### config.mk
export PLATFORM = sky130hd
export DESIGN_NAME = matrix_mac_accumulator
export DESIGN_NICKNAME = d
export VERILOG_FILES = /design/src/rtl/matrix_pkg.sv /design/src/rtl/matrix_mul_stage.sv /design/src/rtl/matrix_mac_accumulator.sv
export SDC_FILE = /design/constraint.sdc
export NUM_CORES = 2
export LEC_CHECK = 0
export CELL_PAD_IN_SITES_DETAIL_PLACEMENT = 1
export CELL_PAD_IN_SITES_GLOBAL_PLACEMENT = 1
export CORE_MARGIN = 10
export CORE_UTILIZATION = 45
export CTS_BUF_LIST = sky130_fd_sc_hd__clkbuf_4
export CTS_CLUSTER_DIAMETER = 80
export DETAILED_ROUTE_END_ITERATION = 8
export GPL_TIMING_DRIVEN = 0
export PLACE_DENSITY_LB_ADDON = 0.1
export SYNTH_ARGS = -nofsm -noshare
export SYNTH_HDL_FRONTEND = slang
export SYNTH_HIERARCHICAL = 1
export SYNTH_SLANG_ARGS = --single-unit
export TNS_END_PERCENT = 100
### constraint.sdc
create_clock -name clock -period 3.1 [get_ports clock]
set_input_delay 0.465 -clock clock [delete_from_list [all_inputs] [get_ports clock]]
set_output_delay 0.465 -clock clock [all_outputs]
set_load 0.01 [all_outputs]
### src/rtl/matrix_pkg.sv
// Shared dimensions, types and width helper for the matrix MAC slice.
package matrix_pkg;

  localparam int DEF_AROWS     = 3;
  localparam int DEF_ACOLUMNS  = 3;
  localparam int DEF_BCOLUMNS  = 3;
  localparam int DEF_WIDTH_BIT = 32;

  typedef logic [DEF_WIDTH_BIT-1:0] index_t;

  typedef enum logic [1:0] {
    ST_IDLE  = 2'd0,
    ST_ACCUM = 2'd1,
    ST_HOLD  = 2'd2
  } state_t;

  // Full product width plus enough guard bits for a dot product of 'columns' terms
  function automatic int acc_width(input int width_bit, input int columns);
    return 2 * width_bit + $clog2(columns);
  endfunction

endpackage

### src/rtl/matrix_mul_stage.sv
// Registered signed multiply stage; advances only when en is high.
module matrix_mul_stage
  import matrix_pkg::*;
#(
  parameter int ACOLUMNS  = DEF_ACOLUMNS,
  parameter int WIDTH_BIT = DEF_WIDTH_BIT
) (
  input  logic                          clock,
  input  logic                          nreset,
  input  logic                          en,
  input  logic                          load,
  input  logic [WIDTH_BIT-1:0]          a_data,
  input  logic [WIDTH_BIT-1:0]          b_data,
  input  logic [WIDTH_BIT-1:0]          i,
  input  logic [WIDTH_BIT-1:0]          j,
  input  logic [WIDTH_BIT-1:0]          k,
  output logic                          s1_valid,
  output logic                          s1_first,
  output logic                          s1_last,
  output logic signed [2*WIDTH_BIT-1:0] s1_prod,
  output logic [WIDTH_BIT-1:0]          s1_i,
  output logic [WIDTH_BIT-1:0]          s1_j
);

  localparam int PW = 2 * WIDTH_BIT;

  // Capture product and beat tags on advance; a cycle without a beat loads a bubble
  always_ff @(posedge clock or negedge nreset) begin
    if (!nreset) begin
      s1_valid <= 1'b0;
      s1_first <= 1'b0;
      s1_last  <= 1'b0;
      s1_prod  <= '0;
      s1_i     <= '0;
      s1_j     <= '0;
    end else if (en) begin
      s1_valid <= load;
      if (load) begin
        s1_prod  <= PW'($signed(a_data)) * PW'($signed(b_data));
        s1_first <= (k == '0);
        s1_last  <= (k == WIDTH_BIT'(ACOLUMNS - 1));
        s1_i     <= i;
        s1_j     <= j;
      end
    end
  end

endmodule

### src/rtl/matrix_mac_accumulator.sv
// Streaming multiply-accumulate producing C = A x B one element per dot product.
module matrix_mac_accumulator
  import matrix_pkg::*;
#(
  parameter int AROWS     = DEF_AROWS,
  parameter int ACOLUMNS  = DEF_ACOLUMNS,
  parameter int BCOLUMNS  = DEF_BCOLUMNS,
  parameter int WIDTH_BIT = DEF_WIDTH_BIT
) (
  input  logic                                       clock,
  input  logic                                       nreset,
  input  logic                                       in_valid,
  output logic                                       in_ready,
  input  logic [WIDTH_BIT-1:0]                       a_data,
  input  logic [WIDTH_BIT-1:0]                       b_data,
  input  logic [WIDTH_BIT-1:0]                       i,
  input  logic [WIDTH_BIT-1:0]                       j,
  input  logic [WIDTH_BIT-1:0]                       k,
  output logic                                       out_valid,
  input  logic                                       out_ready,
  output logic [acc_width(WIDTH_BIT, ACOLUMNS)-1:0]  c_data,
  output logic [WIDTH_BIT-1:0]                       c_i,
  output logic [WIDTH_BIT-1:0]                       c_j,
  output logic                                       done,
  output logic                                       seq_err
);

  localparam int ACC_W = acc_width(WIDTH_BIT, ACOLUMNS);
  localparam int PW    = 2 * WIDTH_BIT;
  localparam int NRES  = AROWS * BCOLUMNS;

  logic                    adv, accept, last_in, restart_err;
  logic [WIDTH_BIT-1:0]    exp_k, k_next, res_cnt;
  logic                    s1_valid, s1_first, s1_last;
  logic signed [PW-1:0]    s1_prod;
  logic [WIDTH_BIT-1:0]    s1_i, s1_j;
  logic                    s2_valid, s2_last;
  logic [WIDTH_BIT-1:0]    s2_i, s2_j;
  logic signed [ACC_W-1:0] acc, prod_ext, acc_next;
  state_t                  state, state_next;

  assign adv      = !out_valid || out_ready;
  assign in_ready = adv;
  assign accept   = in_valid && adv;
  assign last_in  = (k == WIDTH_BIT'(ACOLUMNS - 1));
  assign k_next   = last_in ? '0 : k + 1'b1;

  matrix_mul_stage #(
    .ACOLUMNS  (ACOLUMNS),
    .WIDTH_BIT (WIDTH_BIT)
  ) u_mul (
    .clock    (clock),
    .nreset   (nreset),
    .en       (adv),
    .load     (accept),
    .a_data   (a_data),
    .b_data   (b_data),
    .i        (i),
    .j        (j),
    .k        (k),
    .s1_valid (s1_valid),
    .s1_first (s1_first),
    .s1_last  (s1_last),
    .s1_prod  (s1_prod),
    .s1_i     (s1_i),
    .s1_j     (s1_j)
  );

  assign prod_ext = ACC_W'(s1_prod);
  assign acc_next = s1_first ? prod_ext : acc + prod_ext;

  // Stage 2: accumulator, restarted by every k==0 beat
  always_ff @(posedge clock or negedge nreset) begin
    if (!nreset) begin
      s2_valid <= 1'b0;
      s2_last  <= 1'b0;
      s2_i     <= '0;
      s2_j     <= '0;
      acc      <= '0;
    end else if (adv) begin
      s2_valid <= s1_valid;
      if (s1_valid) begin
        acc     <= acc_next;
        s2_last <= s1_last;
        s2_i    <= s1_i;
        s2_j    <= s1_j;
      end
    end
  end

  // Result register: a new result replaces an accepted one on the same edge
  always_ff @(posedge clock or negedge nreset) begin
    if (!nreset) begin
      out_valid <= 1'b0;
      c_data    <= '0;
      c_i       <= '0;
      c_j       <= '0;
    end else if (adv) begin
      out_valid <= s2_valid && s2_last;
      if (s2_valid && s2_last) begin
        c_data <= acc;
        c_i    <= s2_i;
        c_j    <= s2_j;
      end
    end
  end

  // Expected-k tracking; mismatches are sticky and the counter resyncs to k+1
  always_ff @(posedge clock or negedge nreset) begin
    if (!nreset) begin
      exp_k   <= '0;
      seq_err <= 1'b0;
    end else if (accept) begin
      exp_k <= k_next;
      if ((k != exp_k) || restart_err) seq_err <= 1'b1;
    end
  end

  // Result counter and end-of-matrix pulse
  always_ff @(posedge clock or negedge nreset) begin
    if (!nreset) begin
      res_cnt <= '0;
      done    <= 1'b0;
    end else begin
      done <= 1'b0;
      if (out_valid && out_ready) begin
        if (res_cnt == WIDTH_BIT'(NRES - 1)) begin
          res_cnt <= '0;
          done    <= 1'b1;
        end else begin
          res_cnt <= res_cnt + 1'b1;
        end
      end
    end
  end

  // FSM state register
  always_ff @(posedge clock or negedge nreset) begin
    if (!nreset) state <= ST_IDLE;
    else         state <= state_next;
  end

  // FSM next state; leaving HOLD picks ACCUM if a partial sum is still open
  always_comb begin
    state_next = state;
    if (out_valid && !out_ready) begin
      state_next = ST_HOLD;
    end else begin
      unique case (state)
        ST_IDLE:  if (accept && (k == '0) && !last_in) state_next = ST_ACCUM;
        ST_ACCUM: if (accept && last_in) state_next = ST_IDLE;
        ST_HOLD: begin
          if (accept) state_next = last_in ? ST_IDLE : ST_ACCUM;
          else        state_next = (exp_k != '0) ? ST_ACCUM : ST_IDLE;
        end
        default:  state_next = ST_IDLE;
      endcase
    end
  end

  // FSM outputs: flag a k==0 beat that abandons a live partial sum
  always_comb begin
    restart_err = 1'b0;
    if (accept && (k == '0)) begin
      restart_err = (state == ST_ACCUM) || ((state == ST_HOLD) && (exp_k != '0));
    end
  end

endmodule
==> flow_metrics.py <==
metrics = {
    "final_layout": {
        "fill_cells": 14583,
        "drive_above_1_share_pct": 19.9,
        "final_common_cell": "nand2_1",
        "final_cell_mix": "nand2_1, fa_1, inv_1",
        "area_delta_synth_final_pct": 25.3,
        "nets": 8505,
        "finalInstanceArea_um2": 74200,
    },
    "drt": {
        "drcViolationCount": 0,
        "vias": 48823,
        "first_iter_violations": 3721,
        "drtAntennaViolNets": 0,
        "wl_um": 245000,
        "wl_per_cell_um": 27.7,
        "dr.pass1.iters": 5,
        "vias_per_cell": 5.52,
    },
    "sta": {
        "fin_hold_ws_ps": 95.6,
        "setup_viol": 78,
        "fmax_ghz": 0.143,
        "finClkSkew_ps": 57.6,
        "slew_violations": 0,
        "slew-limit-headroom_pct": 29.6,
        "max_slew.worst_pin.slew_ps": 1050,
        "min_period_ps": 7000,
        "fin_crit_sh_pct": 226,
        "hold_violations": 0,
        "setup_slack_ps": -3900,
        "rsz0062_at_grt": "true",
    },
    "clock_network": {
        "clock_latency_ps": 920,
        "cts_tree": "built",
        "htreeDepth": 3,
        "cts_root_buf": "clkbuf_4",
        "clk_pin_slew_worst_paths_ps": 80,
        "clk_path_buf_depth": 3,
        "clkSinkCount": 462,
        "cts_buffers": 104,
    },
    "placement": {
        "place_congestion": 1.00,
        "post-dp-hpwl_um": 188000,
        "io_buffers": 297,
        "place_area_um2": 65900,
    },
    "yosys": {
        "syn_inst": 6278,
        "ys_seq_area_share_pct": 19.5,
        "ys.flop_type": "dfrtp_1",
        "syn_avg_cell_area_um2": 9.43,
        "netlist_area_um2": 59200,
        "synth-edff-count": 0,
        "ys_types": 95,
        "yosys_warnings": 6,
        "synth_seq_cells": 462,
        "syn-num-nets": 7779,
        "async_reset_ff_share_pct": 100,
    },
    "die": {
        "dieArea_um2": 147000,
        "start_util_pct": 45.2,
        "die_height_um": 383,
        "rows": 133,
        "boundaryPins": 298,
        "fp.dieW_um": 383,
        "core-area_um2": 131000,
    },
    "critical_path": {
        "crit_path_end_kind": "flip-flop",
        "critPathArrivalTime_ps": 7790,
        "worstSetupStartpointType": "input pin",
        "critical_path_class": "input pin to flip-flop",
        "crit_required_ps": 3880,
        "cp_max_fo": 10,
    },
    "hold_path": {
        "holdCritPathClass": "input pin to asynchronous set/reset pin",
    },
    "global_route": {
        "grt_pass1_vias": 54270,
        "grt_pass1_wl_um": 358000,
        "grtUsageMet3_pct": 5.83,
        "globalRouteOverflowTotal": 0,
        "grt_max_degree": 112,
        "met2_usage_pct": 54.1,
        "grt_use_met1_pct": 41.7,
        "top_usage_layer": "met2",
        "grt_util_all_layers_pct": 32.8,
        "antenna_found_initial": 13,
    },
    "run_status": {
        "outcome": "finished, violations left",
        "violations": "setup timing",
    },
    "run": {
        "cap_violations": 0,
    },
}
## metal layers
| metal | part of all wire (%) | wire (um) | vias up |
|---|---|---|---|
| met1 | 40 | 97000 | 25371 |
| met4 | 5.9 | 14600 | 8 |
| li1 | - | - | 20796 |
| met3 | 7.4 | 18200 | 625 |
| met5 | 0.022 | 53 | - |
| met2 | 47 | 115000 | 2023 |
## worst max-delay path, stage by stage
cell	delay, ps
buf_4	190
clkbuf_8	240
nand2_1	150
fa_2	630
inv_1	110
fa_2	640
clkinvlp_4	160
buf_4	200
fa_1	480
fa_1	540
fa_1	510
inv_1	100
fa_1	530
inv_1	70
fa_1	500
inv_1	60
fa_1	450
ha_1	290
clkbuf_2	180
a21o_1	190
a21oi_1	160
o21ai_0	120
a211o_1	370
a2111oi_4	360
a211oi_2	90
## layout make-up
| class | instances | area [um2] | area share, % |
|---|---|---|---|
| well taps | 1755 | 2200 | 2.96 |
| multi-input cells | 4479 | 45000 | 60.6 |
| diodes | 8 | 20.0 | 0.0270 |
| flip-flops and latches | 462 | 11600 | 15.6 |
| repair buffers | 626 | 6020 | 8.12 |
| clock buffers | 155 | 1160 | 1.57 |
| inverters | 1009 | 3830 | 5.16 |
| plain buffers | 322 | 4230 | 5.70 |
| clock inverters | 28 | 178 | 0.240 |
## sequential cells by signal (all words and copies together), names as in the netlist
register	count
u_mul/s1_prod	64
c_data	66
c_i	32
state	2
acc	66
s2_j	32
u_mul/s1_last	1
out_valid	1
seq_err	1
u_mul/s1_j	32
u_mul/s1_i	32
s2_last	1
s2_valid	1
res_cnt	32
s2_i	32
u_mul/s1_valid	1
exp_k	32
done	1
u_mul/s1_first	1
c_j	32
## synth_stat cells, types with 68 or more instances
library cell	n	area [um2]
nand2_1	1167	4380
fa_1	1083	21700
inv_1	1008	3780
and2_1	519	3250
dfrtp_1	462	11600
clkbuf_1	290	1090
ha_1	254	3180
o21ai_0	200	1000
a21oi_1	195	976
nor2_1	157	589
xnor2_1	132	1160
mux2_2	131	1480
xor2_1	78	683
a21o_1	68	510
## final timing paths
check / startpoint / to / slack [ps] / cells past startpoint
max in group asynchronous: nreset / c_data[57] / 1110 / 5
max: b_data[17] / u_mul/s1_prod[63] / -3900 / 25
max reg2reg: acc[0] / acc[64] / -380 / 15
min reg2reg: u_mul/s1_i[21] / s2_i[21] / 450 / 2
min in group clock: j[0] / u_mul/s1_j[0] / 110 / 3
min: nreset / exp_k[21] / 100 / 2
## cell families (layout without fill, tap and decap cells)
family,Yosys count,in the layout,share of synthesized area (%)
DFF,462,462,19.5
xor gates and xnor gates,210,210,3.11
buffers and inverters,1337,2140,8.65
other,0,8,0
AOI/OAI and AO/OA,666,666,7.17
muxes,147,147,2.76
and+or+nand+nor,2119,2119,16.8
adders and majority gates,1337,1337,42.0
## repair_timing
item                                    in CTS  in global routing
resized for setup                         1016                428
setup buffers                              179                134
endpoints found under the setup margin     321                274
cloned                                       1                  0
hold buffers                                16                  0
hold endpoints to repair                   141                  0
pin swaps                                  115                214
## through the flow
step / utilization, % / instances / worst slack [ps] / TNS, ps
2_1_floorplan: - / 6278 / -4410 / -183030
3_3_place_gp: 50.2 / 8330 / -19510 / -9505710
3_5_place_dp: 50.2 / 8334 / -6740 / -558100
4_1_cts: 54.7 / 8710 / -3710 / -192870
5_1_grt: 56.6 / 8841 / -3950 / -189740
6_report: 56.6 / 8844 / -3900 / -182710
Power is not shown: default switching activity piles up to over one toggle a cycle in this logic, so the estimate is an artifact.
